## src/rtl/round_key_store.sv

```systemverilog
// Purpose : round-key register file between the key-schedule generator and the
//           cipher round datapath; replays stored keys ascending (encrypt) or
//           descending (decrypt) over a valid/ready stream.
// Ports   : i_clk/i_reset (async active-high); generator side i_key_start,
//           i_rounds_total, i_wr_en/i_wr_addr/i_wr_key, i_wr_done; replay side
//           i_rd_start, i_rd_decrypt, i_rd_ready -> o_rd_valid/o_rd_key/o_rd_last;
//           status o_keys_ready, o_key_err (sticky until next load), o_busy.
//           First replayed key appears two edges after i_rd_start, then one key
//           per cycle; outputs hold while o_rd_valid && !i_rd_ready.
module round_key_store #(
    parameter int KEY_W  = 128,
    parameter int ADDR_W = 4,
    parameter int DEPTH  = 15
) (
    input  logic              i_clk,
    input  logic              i_reset,
    input  logic              i_key_start,
    input  logic [ADDR_W-1:0] i_rounds_total,
    input  logic              i_wr_en,
    input  logic [ADDR_W-1:0] i_wr_addr,
    input  logic [KEY_W-1:0]  i_wr_key,
    input  logic              i_wr_done,
    input  logic              i_rd_start,
    input  logic              i_rd_decrypt,
    input  logic              i_rd_ready,
    output logic              o_rd_valid,
    output logic [KEY_W-1:0]  o_rd_key,
    output logic              o_rd_last,
    output logic              o_keys_ready,
    output logic              o_key_err,
    output logic              o_busy
);

    typedef enum logic [1:0] {
        S_IDLE   = 2'd0,
        S_LOAD   = 2'd1,
        S_READY  = 2'd2,
        S_STREAM = 2'd3
    } state_t;

    // One extra bit so nr+1 (up to 15) and overshoot are representable.
    localparam int CNT_W = ADDR_W + 1;

    state_t              r_state;
    logic [ADDR_W-1:0]   r_nr;
    logic [CNT_W-1:0]    r_wr_cnt;
    logic                r_pend_err;
    logic [ADDR_W-1:0]   r_ptr;
    logic                r_dir;       // 1 = descending replay
    logic                r_more;      // keys still to be loaded into the output register
    logic                r_rd_valid;
    logic [KEY_W-1:0]    r_rd_key;
    logic                r_rd_last;
    logic                r_keys_ready;
    logic                r_key_err;
    logic                r_busy;

    logic [KEY_W-1:0]    r_mem [DEPTH];

    logic                w_nr_valid;
    logic                w_wr_in_range;
    logic                w_wr_store;
    logic [CNT_W-1:0]    w_cnt_next;
    logic                w_pend_next;
    logic [CNT_W-1:0]    w_cnt_goal;
    logic [ADDR_W-1:0]   w_ptr_end;
    logic                w_at_end;
    logic                w_load;
    logic                w_xfer_last;
    logic [KEY_W-1:0]    w_mem_rd;

    assign w_nr_valid    = (i_rounds_total == ADDR_W'(10)) ||
                           (i_rounds_total == ADDR_W'(12)) ||
                           (i_rounds_total == ADDR_W'(14));
    assign w_wr_in_range = (i_wr_addr <= r_nr);
    // A key_start in the same cycle restarts the load, so that cycle's write is dropped.
    assign w_wr_store    = (r_state == S_LOAD) && !i_key_start && i_wr_en && w_wr_in_range;
    // Saturating so a flood of duplicate writes can never wrap back onto nr+1.
    assign w_cnt_next    = (w_wr_store && (r_wr_cnt != '1)) ? r_wr_cnt + CNT_W'(1) : r_wr_cnt;
    assign w_pend_next   = r_pend_err | (i_wr_en && !w_wr_in_range);
    assign w_cnt_goal    = {1'b0, r_nr} + CNT_W'(1);
    assign w_ptr_end     = r_dir ? ADDR_W'(0) : r_nr;
    assign w_at_end      = (r_ptr == w_ptr_end);
    assign w_load        = (!r_rd_valid || i_rd_ready) && r_more;
    assign w_xfer_last   = r_rd_valid && i_rd_ready && r_rd_last;
    assign w_mem_rd      = r_mem[r_ptr];

    // Storage is deliberately not reset; the FSM keeps it unreadable until a good load.
    always_ff @(posedge i_clk) begin
        if (w_wr_store) begin
            r_mem[i_wr_addr] <= i_wr_key;
        end
    end

    always_ff @(posedge i_clk or posedge i_reset) begin
        if (i_reset) begin
            r_state      <= S_IDLE;
            r_nr         <= '0;
            r_wr_cnt     <= '0;
            r_pend_err   <= 1'b0;
            r_ptr        <= '0;
            r_dir        <= 1'b0;
            r_more       <= 1'b0;
            r_rd_valid   <= 1'b0;
            r_rd_key     <= '0;
            r_rd_last    <= 1'b0;
            r_keys_ready <= 1'b0;
            r_key_err    <= 1'b0;
            r_busy       <= 1'b0;
        end else if (i_key_start) begin
            // Restart from any state, aborting a replay in flight.
            r_nr         <= i_rounds_total;
            r_wr_cnt     <= '0;
            r_pend_err   <= 1'b0;
            r_more       <= 1'b0;
            r_rd_valid   <= 1'b0;
            r_rd_last    <= 1'b0;
            r_keys_ready <= 1'b0;
            if (w_nr_valid) begin
                r_state   <= S_LOAD;
                r_key_err <= 1'b0;
                r_busy    <= 1'b1;
            end else begin
                r_state   <= S_IDLE;
                r_key_err <= 1'b1;
                r_busy    <= 1'b0;
            end
        end else begin
            case (r_state)
                S_LOAD: begin
                    r_wr_cnt   <= w_cnt_next;
                    r_pend_err <= w_pend_next;
                    if (i_wr_done) begin
                        r_busy <= 1'b0;
                        if ((w_cnt_next == w_cnt_goal) && !w_pend_next) begin
                            r_state      <= S_READY;
                            r_keys_ready <= 1'b1;
                        end else begin
                            r_state   <= S_IDLE;
                            r_key_err <= 1'b1;
                        end
                    end
                end
                S_READY: begin
                    if (i_rd_start) begin
                        r_dir        <= i_rd_decrypt;
                        r_ptr        <= i_rd_decrypt ? r_nr : ADDR_W'(0);
                        r_more       <= 1'b1;
                        r_state      <= S_STREAM;
                        r_keys_ready <= 1'b0;
                        r_busy       <= 1'b1;
                    end
                end
                S_STREAM: begin
                    if (w_xfer_last) begin
                        r_state      <= S_READY;
                        r_rd_valid   <= 1'b0;
                        r_rd_last    <= 1'b0;
                        r_keys_ready <= 1'b1;
                        r_busy       <= 1'b0;
                    end else if (w_load) begin
                        r_rd_key   <= w_mem_rd;
                        r_rd_valid <= 1'b1;
                        r_rd_last  <= w_at_end;
                        // Pointer stops at the end address instead of stepping past it.
                        if (w_at_end) begin
                            r_more <= 1'b0;
                        end else if (r_dir) begin
                            r_ptr <= r_ptr - ADDR_W'(1);
                        end else begin
                            r_ptr <= r_ptr + ADDR_W'(1);
                        end
                    end
                end
                default: begin
                end
            endcase
        end
    end

    assign o_rd_valid   = r_rd_valid;
    assign o_rd_key     = r_rd_key;
    assign o_rd_last    = r_rd_last;
    assign o_keys_ready = r_keys_ready;
    assign o_key_err    = r_key_err;
    assign o_busy       = r_busy;

endmodule

```

## config.mk

```make
export PLATFORM = sky130hd
export DESIGN_NAME = round_key_store
export DESIGN_NICKNAME = d
export VERILOG_FILES = /design/src/rtl/round_key_store.sv
export SDC_FILE = /design/constraint.sdc
export NUM_CORES = 2
export LEC_CHECK = 0
export BUFFER_PORTS_ARGS = -buffer_cell sky130_fd_sc_hd__buf_2
export CORE_MARGIN = 5
export CORE_UTILIZATION = 36
export DETAILED_ROUTE_END_ITERATION = 7
export PLACE_DENSITY_LB_ADDON = 0.05
export SYNTH_ARGS = -nofsm -noshare
export SYNTH_HDL_FRONTEND = slang
export SYNTH_SLANG_ARGS = --single-unit
```

## constraint.sdc

```tcl
create_clock -name i_clk -period 12.7 [get_ports i_clk]
set_input_delay 2.54 -clock i_clk [delete_from_list [all_inputs] [get_ports i_clk]]
set_output_delay 2.54 -clock i_clk [all_outputs]
set_load 0.01 [all_outputs]
```

==> flow_summary.yaml <==
placement:
  dp.cells: 6474
  place_congestion: 0.767
  place_hpwl_mm: 104
  io_buffers: 276
yosys:
  synth_async_sr_flop_share: 0.0725
  syn_area_mm2: 0.0788
  ys_top_cells_by_area: "edfxtp_1 73%, mux4_2 15%, dfrtp_1 4.8%"
  yosysUniqueCellTypes: 52
  synth-edff-count: 1920
  avgSynthCellArea_um2: 22.7
  yosys_warnings: 0
  synth.net_count: 3618
  yosysTopAreaCell: "edfxtp_1"
  yosys.area.top_type_share: 0.732
  ys_seq_area_frac: 0.780
  synth_flop_cell: "edfxtp_1"
  synth_cells: 3464
  ys_ff_latch: 2070
critical_path:
  crit_type: "in2reg"
  end_kind: "register"
  start_kind: "input pin"
  critPathRequiredTime_ps: 13160
  crit_arrival_ps: 6800
  critical_path.max_fanout: 79
clocking:
  hold_buffers: 0
  root_buffer: "clkbuf_16"
  cts.sinks: 2070
  clk_path_buf_depth: 3
  cts_tree: "done"
  cts_resized: 0
  clkTransAtPathRegs_ps: 60
  htree_num_levels: 4
  post_cts_buffers: 0
  cts_made_buffers: 223
  worst_skew_pair.late_latency_ps: 840
die:
  rows: 171
  ios: 277
  die_h_um: 478
  fp.coreArea_mm2: 0.217
  die_w_um: 478
  start_util: 0.362
  die-area_mm2: 0.228
layout:
  finalNonFillerCells: 6919
  final_cell_mix: "1920 x edfxtp_1, 512 x mux4_2, 276 x buf_2, 228 x clkbuf_16, 146 x dfrtp_1"
  area_growth_pct: 15.6
  post_route_cells_drive_above_1_share: 0.329
  final_common_cell: "edfxtp_1"
  fin_util: 0.419
  finalNetCount: 3999
timing:
  rsz0062_at_grt: "no"
  tightest_slew_ps: 1190
  post-route-period-util: 0.500
  fmax_mhz: 158
  period_needed_ps: 6340
  holdWs_ps: 500
  final-max-slew-violation-count: 0
  skew_ps: 27.8
  hold_violations: 0
  setup_viol: 0
  slew-limit-headroom: 0.206
  tns_ps: 0
pwr:
  irDropWorstVdd_uv: 149
  p_leak_nw: 31.1
  power.density_mw_per_mm2: 162
  p_total_mw: 14.8
run_status:
  status: "finished, final reports clean"
worst_hold_path:
  min-delay-path-class: "reg2reg"
route:
  routed_wirelength_mm: 196
  drc: 0
  antenna_left: 0
  vias_per_cell: 5.17
  num_vias: 35800
  wl_per_cell_um: 28.3
  first_pass_iters: 5
  drtIter0Drc: 2426
global_routing:
  grt_start_max_net_pins: 174
  antenna_found_initial: 57
  grtUsageTotal: 0.172
  grt-ovfl-total: 0
  grt_pass1_wl_mm: 286
  grt_pass1_vias: 39400
run:
  drv_cap: 0
## final cells by class
cell class / instances / area [µm²]
repair buffers: 336 / 1990
well taps: 2854 / 3570
clock inverters: 133 / 1260
flip-flops and latches: 2070 / 61400
fillers: 18900 / 126000
inverters: 14 / 62.6
multi-input cells: 1200 / 16700
diodes: 20 / 50.0
clock buffers: 292 / 6050
## routing by layer
metal,global-route usage,vias to the layer above,wire [µm]
met5,0,-,124
met4,0.0537,18,4800
met3,0.0308,312,7660
met2,0.292,753,99800
met1,0.225,19400,83400
li1,-,15300,-
## flip-flops by register name (all words and copies together) (netlist names)
register	flops
r_more	1
r_wr_cnt	5
o_rd_key	128
o_rd_last	1
o_keys_ready	1
o_key_err	1
r_pend_err	1
r_ptr	4
o_rd_valid	1
r_dir	1
r_nr	4
r_state	2
r_mem	1920
## path summary, 6_finish.rpt
check | slack, ps | start | end | depth (start not counted)
max in group asynchronous | 9170 | i_reset | r_ptr[1] | 3
hold reg to reg | 500 | o_rd_key[63] | o_rd_key[63] | 1
min in group asynchronous | 1740 | i_reset | o_rd_key[67] | 2
setup / recovery | 6360 | i_wr_addr[3] | r_mem[1][36] | 9
setup reg to reg | 7650 | r_nr[1] | r_mem[1][36] | 10
hold / removal | 500 | o_rd_key[63] | o_rd_key[63] | 1
## where the power goes
| part | switching, mW | internal (mW) | leakage [nW] |
|---|---|---|---|
| clock | 2.65 | 3.77 | 3.58 |
| sequential | 0.0470 | 7.47 | 19.3 |
| combinational | 0.496 | 0.355 | 8.24 |
## kinds of logic (layout without fill, tap and decap cells)
| logic type | Yosys count | in the layout | share of synthesized area |
|---|---|---|---|
| flops | 2070 | 2070 | 0.780 |
| mux | 772 | 772 | 0.181 |
| simple gates | 218 | 218 | 0.0121 |
| buf+inv | 194 | 775 | 0.0107 |
| compound gates | 187 | 187 | 0.0131 |
| xor+xnor | 13 | 13 | 0.00145 |
| fa+ha+maj | 10 | 10 | 0.00168 |
| other cells | 0 | 20 | 0 |
## synthesized netlist by cell type (17+ instances only)
master / instances
a21oi_1: 17
buf_1: 17
buf_2: 78
clkbuf_1: 83
dfrtp_1: 150
edfxtp_1: 1920
mux2_2: 130
mux2i_1: 130
mux4_2: 512
nand2_1: 145
nor2_1: 28
o21ai_0: 141
## critical path, stage by stage
cell and delay (ps):
buf_2 250, ha_1 320, a21oi_1 240, a21boi_1 230, nor3_1 440, nand3_1 430, nor3_4 840, buf_12 510
buf_4 710
## per-stage QoR
step | worst slack, ps | cell area [µm²]
3_5_place_dp | 5370 | 83700
6_report | 6360 | 91100
3_3_place_gp | 5450 | 83700
5_1_grt | 6090 | 91000
4_1_cts | 6320 | 91000
2_1_floorplan | 2910 | 78800
No activity file was read; power rests on OpenSTA's default activity.
